[config.mk]
export PLATFORM = sky130hd
export DESIGN_NAME = control_unit
export DESIGN_NICKNAME = d
export VERILOG_FILES = /design/src/rtl/cpu_pkg.sv /design/src/rtl/alu_add.sv /design/src/rtl/control_unit.sv
export SDC_FILE = /design/constraint.sdc
export NUM_CORES = 1
export LEC_CHECK = 0
export CORE_UTILIZATION = 46
export CTS_CLUSTER_SIZE = 28
export DETAILED_ROUTE_END_ITERATION = 6
export PLACE_DENSITY = 0.91
export SETUP_SLACK_MARGIN = 0.4
export SLEW_MARGIN = 15
export SYNTH_ARGS = -nofsm -noshare
export SYNTH_HDL_FRONTEND = slang
export SYNTH_SLANG_ARGS = --single-unit
export TNS_END_PERCENT = 100
[constraint.sdc]
create_clock -name clk -period 3 [get_ports clk]
set_input_delay 0.6 -clock clk [delete_from_list [all_inputs] [get_ports clk]]
set_output_delay 0.6 -clock clk [all_outputs]
set_load 0.01 [all_outputs]
[src/rtl/cpu_pkg.sv]
// Shared ISA and FSM definitions for the mini CPU control path.
package cpu_pkg;

    localparam logic [1:0] OP_LOADI = 2'b00;
    localparam logic [1:0] OP_ADD   = 2'b01;
    localparam logic [1:0] OP_HALT  = 2'b10;
    localparam logic [1:0] OP_STORE = 2'b11;

    localparam logic [7:0] INSTR_NOP = 8'h00;

    // IR field bit positions
    localparam int OP_HI  = 7;
    localparam int OP_LO  = 6;
    localparam int RD_HI  = 5;
    localparam int RD_LO  = 4;
    localparam int RS1_HI = 3;
    localparam int RS1_LO = 2;
    localparam int RS2_HI = 1;
    localparam int RS2_LO = 0;
    localparam int IMM_HI = 3;
    localparam int IMM_LO = 0;

    typedef enum logic [2:0] {
        S_IDLE,
        S_FETCH,
        S_DECODE,
        S_EXECUTE,
        S_HALT
    } state_t;

endpackage

[src/rtl/alu_add.sv]
// Unsigned adder producing the wrapped sum and the carry out of the top bit.
module alu_add #(
    parameter int DATA_W = 8
) (
    input  logic [DATA_W-1:0] a_i,
    input  logic [DATA_W-1:0] b_i,
    output logic [DATA_W-1:0] sum_o,
    output logic              carry_o
);

    assign {carry_o, sum_o} = {1'b0, a_i} + {1'b0, b_i};

endmodule

[src/rtl/control_unit.sv]
// Fetch/decode/execute controller: owns PC and IR, issues register-file and
// data-memory controls. Each instruction takes FETCH, DECODE, EXECUTE.
module control_unit
    import cpu_pkg::*;
#(
    parameter int DATA_W       = 8,
    parameter int ADDR_W       = 4,
    parameter int HALT_ON_WRAP = 0
) (
    input  logic              clk,
    input  logic              rst_n,
    input  logic              run,
    output logic [ADDR_W-1:0] pc_addr,
    input  logic [7:0]        instr,
    output logic [1:0]        rf_raddr_a,
    output logic [1:0]        rf_raddr_b,
    input  logic [DATA_W-1:0] rf_rdata_a,
    input  logic [DATA_W-1:0] rf_rdata_b,
    output logic              rf_we,
    output logic [1:0]        rf_waddr,
    output logic [DATA_W-1:0] rf_wdata,
    output logic              dmem_we,
    output logic [ADDR_W-1:0] dmem_addr,
    output logic [DATA_W-1:0] dmem_wdata,
    output logic              carry,
    output logic              halted
);

    state_t            state_q;
    logic [ADDR_W-1:0] pc_q;
    logic [7:0]        ir_q;
    logic              carry_q;
    logic              halted_q;
    logic              rf_we_q;
    logic              dmem_we_q;
    logic [1:0]        raddr_a_q;
    logic [1:0]        raddr_b_q;

    logic [1:0]        ir_op;
    logic [1:0]        in_op;
    logic [3:0]        ir_imm;
    logic [DATA_W-1:0] sum;
    logic              sum_carry;
    logic              wrap_blocked;

    assign ir_op  = ir_q[OP_HI:OP_LO];
    assign in_op  = instr[OP_HI:OP_LO];
    assign ir_imm = ir_q[IMM_HI:IMM_LO];

    alu_add #(.DATA_W(DATA_W)) u_alu (
        .a_i    (rf_rdata_a),
        .b_i    (rf_rdata_b),
        .sum_o  (sum),
        .carry_o(sum_carry)
    );

    assign wrap_blocked = (HALT_ON_WRAP != 0) && (pc_q == '1);

    // Strobes come straight from flops so reset kills them without a clock edge.
    always_ff @(posedge clk or negedge rst_n) begin
        if (!rst_n) begin
            state_q   <= S_IDLE;
            pc_q      <= '0;
            ir_q      <= INSTR_NOP;
            carry_q   <= 1'b0;
            halted_q  <= 1'b0;
            rf_we_q   <= 1'b0;
            dmem_we_q <= 1'b0;
            raddr_a_q <= 2'd0;
            raddr_b_q <= 2'd0;
        end else begin
            case (state_q)
                S_IDLE: begin
                    if (run) state_q <= S_FETCH;
                end
                S_FETCH: begin
                    ir_q      <= instr;
                    raddr_a_q <= (in_op == OP_STORE) ? instr[RD_HI:RD_LO] : instr[RS1_HI:RS1_LO];
                    raddr_b_q <= instr[RS2_HI:RS2_LO];
                    state_q   <= S_DECODE;
                end
                S_DECODE: begin
                    rf_we_q   <= ((ir_op == OP_LOADI) && (ir_q != INSTR_NOP)) || (ir_op == OP_ADD);
                    dmem_we_q <= (ir_op == OP_STORE);
                    state_q   <= S_EXECUTE;
                end
                S_EXECUTE: begin
                    rf_we_q   <= 1'b0;
                    dmem_we_q <= 1'b0;
                    if (ir_op == OP_ADD) carry_q <= sum_carry;
                    if ((ir_op == OP_HALT) || wrap_blocked) begin
                        state_q  <= S_HALT;
                        halted_q <= 1'b1;
                    end else begin
                        pc_q    <= pc_q + ADDR_W'(1);
                        state_q <= run ? S_FETCH : S_IDLE;
                    end
                end
                S_HALT: state_q <= S_HALT;
                default: state_q <= S_IDLE;
            endcase
        end
    end

    assign pc_addr    = pc_q;
    assign rf_raddr_a = raddr_a_q;
    assign rf_raddr_b = raddr_b_q;
    assign rf_we      = rf_we_q;
    assign rf_waddr   = ir_q[RD_HI:RD_LO];
    assign rf_wdata   = (ir_op == OP_ADD) ? sum : DATA_W'(ir_imm);
    assign dmem_we    = dmem_we_q;
    assign dmem_addr  = ADDR_W'(ir_q[IMM_HI:IMM_LO]);
    assign dmem_wdata = rf_rdata_a;
    assign carry      = carry_q;
    assign halted     = halted_q;

endmodule

==> metrics.md, run 1 <==
| Metric | Value |
|---|---|
| Crit-path max cell delay | between 0.3 and 0.4 ns |
| Synth Area in Adders | slightly above 9% |
| Min-delay worst type | reg2reg |
| Via Count | 1259 |
| Multi-input gate area | between 900 and 1000 um^2 |
| Gate power share | between 50% and 60% |
| Crit start category | input pin |
| Std cell rows | 19 |
| Most common cell after layout, fill and taps aside | clkdlybuf4s50_1 |
| Net Sw Frac | around 40% |
| Die height | 57.8 um |
| Buffers plus inverters on the worst setup path | 2 |
| Overflow after GRT | 0 |
| # nets final | 236 |
| Pre-antenna DRT Iters | 6 |
| Crit end category | output pin |
| Fin crit share | about 90% |
| Overall Global Routing Usage | 24.9% |
| Global-route wire length before repair | 6430 um |
| Simple-gate share of the synthesized area | 17.1% |
| Initial Util | 50.3% |
| Failing checks | DRC |
| Worst Path Arrival | 2.08 ns |
| Clock sinks | 21 |
| Switch Pwr | 690 uW |
| DR iter-0 viols | 62 |
| Largest net degree at the start of global routing | 22 |
| Final setup violating endpoints | 0 |
| Syn-to-layout area delta | 50.8% |
| Max clock buf depth | 2 |
| CP max-delay cell | fa_2 |
| Mapped cell area | roughly 1400 um^2 |
| Fin. Hold Viols | 0 |
| Crit Path Category | in2out |
| Register area share after synthesis | 36.6% |
| Routability Congestion | 0.765 |
| Final core utilization | 75.8% |
| Synth cell types | a little over 40 |
| Peak supply drop | 0.473 mV |
| FF/Latch Area | 526 um^2 |
| Most frequent cells in the layout | clkdlybuf4s50_1 (41), dfrtp_1 (21), buf_4 (13) |
| Dpl hpwl | between 2000 and 3000 um |
| Setup WS post-layout | 0.320 ns |
| CTS buffer count | 3 |
| Mux contribution to synthesized area | 10.7% |
| Fill count | 190 |
| Share of cells above drive strength 1 | between 30 and 40% |
| Post-Synth XOR/XNOR Area | 4.28% |
| Vias in the first global route | roughly 1400 |
| PortBufs | 60 |
| Setup WS pre-CTS | -0.529 ns |
| Ant diodes | 0 |
| Clock transition at path regs | ~0.12 ns |
| Lkg Pwr | 0.000925 uW |
| CTS Hold Bufs | 0 |
| Synthesis-stage register bit count | 21 |
| Crit path cell chain | buf_6 -> ha_4 -> fa_2 -> a21o_1 -> a221oi_2 -> xnor2_1 -> nor2_1 -> buf_2 |
| Worst-Skew Late Latency | 0.30 ns |
| Die Wd | 57.8 um |
| CTS tree | built |
| Family with the most delay on the worst path | adder cells |
| Root buffer cell | clkbuf_4 |
| Area fraction in compound gates after synthesis | 11.5% |
| MaxCap Viol Count | 0 |
| Initial antenna violation count | 0 |
| Fin Hold WS | 0.483 ns |
| Vias per cell | approximately 5.5 |
| Status | complete, but fails checks |
| Die area | 3340 um^2 |
| Max Fclk | approximately 370 MHz |
| Yosys warning count | 0 |
| Post-Syn Nets | 176 |
| P per Cell Area | 803 nW/um^2 |
| Unrepaired setup endpoints after global routing | true |
| Largest family of logic cells by synthesized area | simple AND/OR/NAND/NOR gates |
| Crit path max fanout | 2 |
| Clock power share | under 10% |
| Internal | 1050 uW |
| Crit path required time | 2.40 ns |
| Post-synthesis average cell area | 10.3 um^2 |
| Antenna-violating nets left | 0 |
| DR WL/cell | 17.3 um |
| Setup Skew | 0.00717 ns |
| Core area | 2850 um^2 |
| Worst Tran Pin Value | between 0.9 and 1 ns |
| Drc violations | 4 |
| Sequential group share of total power | roughly 34% |
| Max Slew Vio Count | 0 |
| Routed WL | between 3000 and 4000 um |
| CTS H-tree lvls | 1 |
| Post-Synthesis Cells | 139 |
| # IOs | 61 |
| Min Tclk post-route | about 2.7 ns |
| Slew margin rel. | 37.4% |
==> flip-flops by register name (all words and copies together) (netlist names) <==
| signal | flops |
|---|---|
| ir_q | 8 |
| dmem_we | 1 |
| rf_raddr_a | 2 |
| pc_addr | 4 |
| rf_we | 1 |
| halted | 1 |
| carry | 1 |
| state_q | 3 |
==> area by class of cell <==
type	count	area share, %
clock buffer	4	1.22
timing repair buffer	74	30.7
inverter	2	0.347
tap	31	1.79
sequential	21	24.3
multi-input combinational	97	41.7
==> timing repair <==
| item | in CTS | in global routing |
|---|---|---|
| resized for setup | 66 | 11 |
| buffers inserted | 2 | 3 |
| pin swaps | 17 | 8 |
| endpoints found under the hold margin | 0 | 0 |
| endpoints found under the setup margin | 8 | 7 |
==> final timing paths <==
check,depth (start not counted),endpoint,slack [ns],from
max,8,rf_wdata[6],0.32,rf_rdata_a[0]
min,1,pc_addr[3]$_DFFE_PN0P_,0.48,pc_addr[3]$_DFFE_PN0P_
max reg2reg,2,ir_q[6]$_DFFE_PN0P_,1.19,state_q[0]$_DFFE_PN0P_
min reg2reg,1,pc_addr[3]$_DFFE_PN0P_,0.48,pc_addr[3]$_DFFE_PN0P_
max in group asynchronous,1,ir_q[6]$_DFFE_PN0P_,1.62,rst_n
min in group asynchronous,1,pc_addr[0]$_DFFE_PN0P_,0.81,rst_n
==> layer usage <==
layer,up-vias,GRT usage (%),routed length (um)
met2,38,46.5,2130
met3,10,3.13,128
met5,-,0,0
li1,600,-,-
met4,0,5.44,95
met1,611,30.5,1600
==> metrics by stage <==
step	power, uW	instance area [um^2]	TNS [ns]	instances
detailed placement	1590	2000	-2.18	220
global placement	1540	2000	-1.72	220
finish	1740	2160	0	229
global route	1860	2160	0	229
CTS	1730	2150	0	226
floorplan	1170	1430	0	139
==> power groups by stage <==
stage | clock [uW] | sequential (uW) | combinational, uW
finish | 134 | 586 | 1020
global route | 148 | 610 | 1100
CTS | 137 | 582 | 1010
detailed placement | 0 | 588 | 1010
global placement | 0 | 572 | 966
floorplan | 0 | 565 | 608
==> cells by family after synthesis <==
logic type	Yosys count
compound gates	23
simple gates	43
xor+xnor	7
mux	14
buf+inv	21
fa+ha+maj	10
flops	21
==> cells in the mapped netlist <==
| cell | number | area (um^2) |
|---|---|---|
| a21boi_0 | 2 | 15.0 |
| a21o_1 | 3 | 22.5 |
| a21o_2 | 1 | 8.76 |
| a21oi_1 | 5 | 25.0 |
| a221oi_1 | 1 | 8.76 |
| a221oi_2 | 1 | 15.0 |
| a2bb2oi_1 | 1 | 8.76 |
| and3_1 | 1 | 6.26 |
| and3_2 | 1 | 7.51 |
| buf_4 | 19 | 143 |
| dfrtp_1 | 21 | 526 |
| fa_1 | 1 | 20.0 |
| ha_1 | 9 | 113 |
| inv_1 | 2 | 7.51 |
| mux2_2 | 11 | 124 |
| mux2i_1 | 3 | 30.0 |
| nand2_1 | 10 | 37.5 |
| nand2b_1 | 4 | 25.0 |
| nand3_1 | 1 | 5.00 |
| nand3b_1 | 1 | 7.51 |
| nand4_1 | 1 | 6.26 |
| nand4bb_1 | 2 | 22.5 |
| nor2_1 | 8 | 30.0 |
| nor2_2 | 1 | 6.26 |
| nor2b_1 | 1 | 6.26 |
| nor3_1 | 3 | 15.0 |
| nor3b_1 | 3 | 22.5 |
| nor3b_2 | 1 | 12.5 |
| nor4_1 | 1 | 6.26 |
| nor4b_1 | 1 | 8.76 |
| o21ai_0 | 3 | 15.0 |
| o21bai_1 | 1 | 7.51 |
| o22ai_1 | 1 | 6.26 |
| o311ai_1 | 1 | 8.76 |
| o31ai_1 | 2 | 15.0 |
| o41ai_1 | 1 | 8.76 |
| or2_2 | 1 | 6.26 |
| or3_1 | 1 | 6.26 |
| or4_1 | 1 | 7.51 |
| xnor2_1 | 5 | 43.8 |
| xor2_1 | 2 | 17.5 |
Note: power is estimated with default switching activity, not from simulation.
==> inputs of run 2 (changes only) <==
==> constraint.sdc (replaced) <==
create_clock -name clk -period 3.2 [get_ports clk]
set_input_delay 0.64 -clock clk [delete_from_list [all_inputs] [get_ports clk]]
set_output_delay 0.64 -clock clk [all_outputs]
set_load 0.01 [all_outputs]
==> metrics.md, run 2 (synthesized netlist as in run 1, its figures left out) <==
| Metric | Value |
|---|---|
| Syn-to-layout area delta | 53.6% (was 50.8%) |
| Die area | 3340 um^2 (unchanged) |
| Crit end category | output pin (unchanged) |
| Worst r2r src | state_q[0]$_DFFE_PN0P_ (unchanged) |
| Crit path max fanout | 3 (was 2) |
| PortBufs | 60 (unchanged) |
| Fin crit share | between 80 and 90% |
| Most flops, register | ir_q (unchanged) |
| Setup TNS | 0 ns (unchanged) |
| Fill count | 178 (was 190) |
| Max Fclk | between 300 and 400 MHz |
| Non-filler cells, final | 224 (was 229) |
| DR WL/cell | 18.0 um (was 17.3 um) |
| Failing checks | DRC (unchanged) |
| Worst Tran Pin Value | 0.943 ns (was 0.936 ns) |
| Worst Path Arrival | 2.14 ns (was 2.08 ns) |
| Crit path cell chain | dlygate4sd2_1 -> buf_4 -> ha_4 -> nand3_4 -> a21boi_4 -> mux2i_1 -> nand2_1 -> clkdlybuf4s15_2 (was buf_6 -> ha_4 -> fa_2 -> a21o_1 -> a221oi_2 -> xnor2_1 -> nor2_1 -> buf_2) |
| Max clock buf depth | 2 (unchanged) |
| Initial antenna violation count | 0 (unchanged) |
| CTS buffer count | 3 (unchanged) |
| Crit-path max cell delay | 0.26 ns (was 0.37 ns) |
| CP Launch Point | rf_rdata_a[1] (was rf_rdata_a[0]) |
| CTS H-tree lvls | 1 (unchanged) |
| Clock transition at path regs | 0.11 ns (was 0.12 ns) |
| Final setup violating endpoints | 0 (unchanged) |
| Most frequent cells in the layout | clkdlybuf4s50_1 (41), dfrtp_1 (21), dlygate4sd2_1 (12) (was clkdlybuf4s50_1 (41), dfrtp_1 (21), buf_4 (13)) |
| Lkg Pwr | 0.000923 uW (was 0.000925 uW) |
| Most common cell after layout, fill and taps aside | clkdlybuf4s50_1 (unchanged) |
| Min Tclk post-route | approximately 2.8 ns |
| Std cell rows | 19 (unchanged) |
| # IOs | 61 (unchanged) |
| MaxCap Viol Count | 0 (unchanged) |
| Routed WL | 4020 um (was 3960 um) |
| Worst hold path stage count | 1 (unchanged) |
| Initial Util | 50.3% (unchanged) |
| Cell count along the critical path | 8 (unchanged) |
| P per Cell Area | 745 nW/um^2 (was 803 nW/um^2) |
| Die height | 57.8 um (unchanged) |
| DR iter-0 viols | 58 (was 62) |
| Clock sinks | 21 (unchanged) |
| Share of cells above drive strength 1 | 28.0% (was 30.3%) |
| Worst r2r path cells | 2 (unchanged) |
| Pre-antenna DRT Iters | 6 (unchanged) |
| Unrepaired setup endpoints after global routing | true (unchanged) |
| Root buffer cell | clkbuf_4 (unchanged) |
| # nets final | 231 (was 236) |
| Status | complete, but fails checks (unchanged) |
| Vias in the first global route | 1280 (was 1369) |
| Largest net degree at the start of global routing | 22 (unchanged) |
| R2r setup slk | 1.41 ns (was 1.19 ns) |
| Global-route wire length before repair | 6350 um (was 6430 um) |
| Antenna-violating nets left | 0 (unchanged) |
| Buffers plus inverters on the worst setup path | 3 (was 2) |
| Peak supply drop | 0.473 mV (about the same) |
| Drc violations | 4 (unchanged) |
| Max Slew Vio Count | 0 (unchanged) |
| Fin. Hold Viols | 0 (unchanged) |
| Min-delay worst type | reg2reg (unchanged) |
| Crit path required time | 2.56 ns (was 2.40 ns) |
| Crit Path Category | in2out (unchanged) |
| Vias per cell | 5.75 (was 5.50) |
| Ant diodes | 0 (unchanged) |
| CTS tree | built (unchanged) |
| Max reg flops | 8 (unchanged) |
| CTS Hold Bufs | 0 (unchanged) |
| Routability Congestion | 0.791 (was 0.765) |
| Family with the most delay on the worst path | buffers and inverters (was adder cells) |
| Via Count | 1288 (was 1259) |
| Die Wd | 57.8 um (unchanged) |
| Slew margin rel. | 36.9% (was 37.4%) |
| Crit start category | input pin (unchanged) |
| Core area | 2850 um^2 (unchanged) |
| Dpl hpwl | 2790 um (was 2910 um) |
| R2r endpoint | ir_q[7]$_DFFE_PN0P_ (was ir_q[6]$_DFFE_PN0P_) |
| Worst-Skew Late Latency | 0.30 ns (about the same) |
| Overall Global Routing Usage | 25.0% (was 24.9%) |
| CP max-delay cell | dlygate4sd2_1 (was fa_2) |
| Placed cell count | 219 (was 220) |
| Overflow after GRT | 0 (unchanged) |
| Setup Skew | 0.00798 ns (was 0.00717 ns) |
| Pwr Total | 1640 uW (was 1740 uW) |
| Worst Setup EP | rf_wdata[5] (was rf_wdata[6]) |
==> run 2: how the worst min path moves through the flow <==
stage,from,to,slack [ns]
after floorplan,rst_n,carry$_DFFE_PN0P_,0.34
after global placement,halted$_DFFE_PN0N_,halted$_DFFE_PN0N_,0.45
after detailed placement,halted$_DFFE_PN0N_,halted$_DFFE_PN0N_,0.46
after CTS,halted$_DFFE_PN0N_,halted$_DFFE_PN0N_,0.49
after global routing,halted$_DFFE_PN0N_,halted$_DFFE_PN0N_,0.51
final,halted$_DFFE_PN0N_,halted$_DFFE_PN0N_,0.48
==> run 2: timing repair <==
action | CTS | global route
resized for setup | 61 | 10
setup endpoints to repair | 7 | 5
setup buffers | 1 | 0
pin swaps | 13 | 5
==> run 2: per-stage QoR <==
| step | setup WS [ns] | utilization (%) | instance area (um^2) | hold WS (ns) |
|---|---|---|---|---|
| 2_1_floorplan | 0.621 | - | 1430 | 0.344 |
| 3_3_place_gp | -0.321 | 69.8 | 1990 | 0.452 |
| 3_5_place_dp | -0.411 | 69.8 | 1990 | 0.459 |
| 4_1_cts | 0.402 | 75.6 | 2160 | 0.485 |
| 5_1_grt | 0.366 | 77.2 | 2200 | 0.508 |
| 6_report | 0.420 | 77.2 | 2200 | 0.476 |
==> run 2: power breakdown <==
part	leakage (uW)	switching, uW	internal [uW]
Sequential	0.000249	155	397
Combinational	0.000660	420	544
Clock	0.0000150	75.7	48.6
==> run 2: metal layers <==
layer	track usage, %	up-vias	share of wire [%]	routed length, um
met4	13.9	0	3.9	157
met5	0	-	0	0
met1	30.7	636	39	1570
met3	1.12	12	3.1	125
met2	43.8	45	54	2170
li1	-	595	-	-
==> run 2: layout make-up <==
| cell class | instances | area (um^2) | share of cell area [%] |
|---|---|---|---|
| inverters | 2 | 7.51 | 0.341 |
| multi-input cells | 97 | 952 | 43.2 |
| flip-flops and latches | 21 | 526 | 23.9 |
| well taps | 31 | 38.8 | 1.76 |
| repair buffers | 69 | 652 | 29.6 |
| clock buffers | 4 | 26.3 | 1.19 |
==> inputs of run 3 (changes only) <==
--- a/config.mk
+++ b/config.mk
@@ -9,7 +9,6 @@
 export CTS_CLUSTER_SIZE = 28
 export DETAILED_ROUTE_END_ITERATION = 6
 export PLACE_DENSITY = 0.91
-export SETUP_SLACK_MARGIN = 0.4
 export SLEW_MARGIN = 15
 export SYNTH_ARGS = -nofsm -noshare
 export SYNTH_HDL_FRONTEND = slang
==> metrics.md, run 3 (synthesized netlist as in run 1, its figures left out) <==
| Metric | Value |
|---|---|
| Peak supply drop | 0.526 mV (was 0.473 mV) |
| CTS buffer count | 3 (unchanged) |
| Crit path required time | 2.56 ns (about the same) |
| Fin crit share | 98.8% (was 86.9%) |
| CP max-delay cell | clkdlybuf4s50_1 (was dlygate4sd2_1) |
| Most flops, register | ir_q (unchanged) |
| Die height | 57.8 um (unchanged) |
| DR iter-0 viols | 44 (was 58) |
| Post-CTS setup buffers | 0 (was 1) |
| Worst-Skew Late Latency | 0.31 ns (was 0.30 ns) |
| PortBufs | 60 (unchanged) |
| CTS Hold Bufs | 0 (unchanged) |
| Fin. Hold Viols | 0 (unchanged) |
| Worst Path Arrival | 2.52 ns (was 2.14 ns) |
| P per Cell Area | 783 nW/um^2 (was 745 nW/um^2) |
| Setup WS post-layout | 0.0398 ns (was 0.420 ns) |
| Max clock buf depth | 2 (unchanged) |
| Min Tclk post-route | 3.16 ns (was 2.78 ns) |
| Syn-to-layout area delta | 41.1% (was 53.6%) |
| Worst r2r src | state_q[0]$_DFFE_PN0P_ (unchanged) |
| CTS tree | built (unchanged) |
| Initial Util | 50.3% (unchanged) |
| DR WL/cell | 15.9 um (was 18.0 um) |
| Final setup violating endpoints | 0 (unchanged) |
| Clock transition at path regs | 0.11 ns (about the same) |
| Setup WS pre-CTS | -0.411 ns (unchanged) |
| Die area | 3340 um^2 (unchanged) |
| Non-filler cells, final | 223 (was 224) |
| Max reg flops | 8 (unchanged) |
| Root buffer cell | clkbuf_4 (unchanged) |
| Routed WL | 3550 um (was 4020 um) |
| Crit Path Category | in2out (unchanged) |
| Worst r2r path cells | 2 (unchanged) |
| Pre-antenna DRT Iters | 6 (unchanged) |
| Std cell rows | 19 (unchanged) |
| Clock sinks | 21 (unchanged) |
| Share of cells above drive strength 1 | 18.2% (was 28.0%) |
| Routability Congestion | 0.791 (unchanged) |
| # IOs | 61 (unchanged) |
| R2r endpoint | ir_q[6]$_DFFE_PN0P_ (was ir_q[7]$_DFFE_PN0P_) |
| Final Instance Area | 2020 um^2 (was 2200 um^2) |
| Slew margin rel. | 38.3% (was 36.9%) |
| Core area | 2850 um^2 (unchanged) |
| Overflow after GRT | 0 (unchanged) |
| Status | complete, but fails checks (unchanged) |
| Unrepaired setup endpoints after global routing | true (unchanged) |
| Max Slew Vio Count | 0 (unchanged) |
| Via Count | 1243 (was 1288) |
| Crit start category | input pin (unchanged) |
| Ant diodes | 0 (unchanged) |
| CTS H-tree lvls | 1 (unchanged) |
| MaxCap Viol Count | 0 (unchanged) |
| R2r setup slk | 1.41 ns (about the same) |
| Die Wd | 57.8 um (unchanged) |
| Clock power share | 7.9% (was 7.6%) |
| Placed cell count | 219 (unchanged) |
| Most common cell after layout, fill and taps aside | clkdlybuf4s50_1 (unchanged) |
| Initial antenna violation count | 0 (unchanged) |
| Lkg Pwr | 0.000888 uW (was 0.000923 uW) |
| Min-delay worst type | reg2reg (unchanged) |
| Switch Pwr | 617 uW (was 651 uW) |
| Setup Skew | 0.00848 ns (was 0.00798 ns) |
| Crit-path max cell delay | 0.45 ns (was 0.26 ns) |
| Vias per cell | 5.57 (was 5.75) |
| Crit end category | output pin (unchanged) |
| Net Sw Frac | 38.9% (was 39.7%) |
| Buffers plus inverters on the worst setup path | 2 (was 3) |
| Worst hold path stage count | 1 (unchanged) |
| Most frequent cells in the layout | clkdlybuf4s50_1 (52), dfrtp_1 (21), mux2_2 (11) (was clkdlybuf4s50_1 (41), dfrtp_1 (21), dlygate4sd2_1 (12)) |
| Antenna-violating nets left | 0 (unchanged) |
| Drc violations | 4 (unchanged) |
| Global-route wire length before repair | 5610 um (was 6350 um) |
| Area after DPL | 1990 um^2 (unchanged) |
| Largest net degree at the start of global routing | 22 (unchanged) |
| Sequential group share of total power | 34.7% (was 33.6%) |
| Worst Tran Pin Value | 0.922 ns (was 0.943 ns) |
| Hold endpoint | halted$_DFFE_PN0N_ (unchanged) |
| Gate power share | 57.4% (was 58.8%) |
| Worst min-delay path startpoint | halted$_DFFE_PN0N_ (unchanged) |
| Vias in the first global route | 1219 (was 1280) |
| Failing checks | DRC (unchanged) |
| Crit path max fanout | 2 (was 3) |
| # nets final | 230 (was 231) |
| Internal | 968 uW (was 989 uW) |
| Overall Global Routing Usage | 22.2% (was 25.0%) |
| Pwr Total | 1580 uW (was 1640 uW) |
| Dpl hpwl | 2790 um (unchanged) |
| Crit path cell chain | clkdlybuf4s50_1 -> ha_2 -> fa_2 -> a21o_1 -> a221oi_2 -> xnor2_1 -> nor2_1 -> buf_2 (was dlygate4sd2_1 -> buf_4 -> ha_4 -> nand3_4 -> a21boi_4 -> mux2i_1 -> nand2_1 -> clkdlybuf4s15_2) |
| Family with the most delay on the worst path | buffers and inverters (unchanged) |
| Max Fclk | 316 MHz (was 360 MHz) |
-- run 3: cell count changes in the layout (fill, tap and decap cells not counted), sizes merged --
cell	previous run	this run
dlymetal6s2s	1	2
clkdlybuf4s15	1	0
clkdlybuf4s50	41	52
buf	13	9
dlygate4sd2	12	4
-- run 3: worst max-delay path by stage --
stage                       start           to  slack (ns)  cells past startpoint
global placement    rf_rdata_a[0]  rf_wdata[6]       -0.32                      8
CTS                 rf_rdata_a[0]  rf_wdata[6]       -0.06                      8
detailed placement  rf_rdata_a[0]  rf_wdata[6]       -0.41                      8
global route        rf_rdata_a[0]  rf_wdata[6]       -0.03                      8
finish              rf_rdata_a[0]  rf_wdata[6]        0.04                      8
floorplan           rf_rdata_a[0]  rf_wdata[6]        0.62                      6
-- run 3: power by group through the flow --
stage | Clock, uW | Combinational, uW | Sequential, uW
after floorplan | 0 | 570 | 530
after global placement | 0 | 903 | 538
after detailed placement | 0 | 937 | 551
after CTS | 128 | 918 | 546
after global routing | 138 | 983 | 569
final | 126 | 910 | 549
-- run 3: what timing repair did --
action / 4_1_cts / 5_1_grt
resized for setup: 13 / 7
hold endpoints to repair: 0 / 0
pin swaps: 1 / 4
setup endpoints to repair: 6 / 4
-- run 3: metal layers --
metal | GRT usage (%) | wire length (um)
met1 | 25.9 | 1410
met2 | 39.7 | 1930
met3 | 3.13 | 125
met4 | 10.9 | 82
met5 | 0 | 0
-- run 3: final cells by class --
class	instances	area (um^2)
inverters	2	7.51
flip-flops and latches	21	526
well taps	31	38.8
clock buffers	4	26.3
multi-input cells	97	774
fillers	219	830
repair buffers	68	651
-- run 3: through the flow --
step	setup TNS, ns	utilization, %	hold WS (ns)
2_1_floorplan	0	-	0.344
4_1_cts	-0.0585	71.0	0.485
6_report	0	70.9	0.481
3_3_place_gp	-0.991	69.8	0.452
5_1_grt	-0.0270	70.9	0.508
3_5_place_dp	-1.29	69.8	0.459
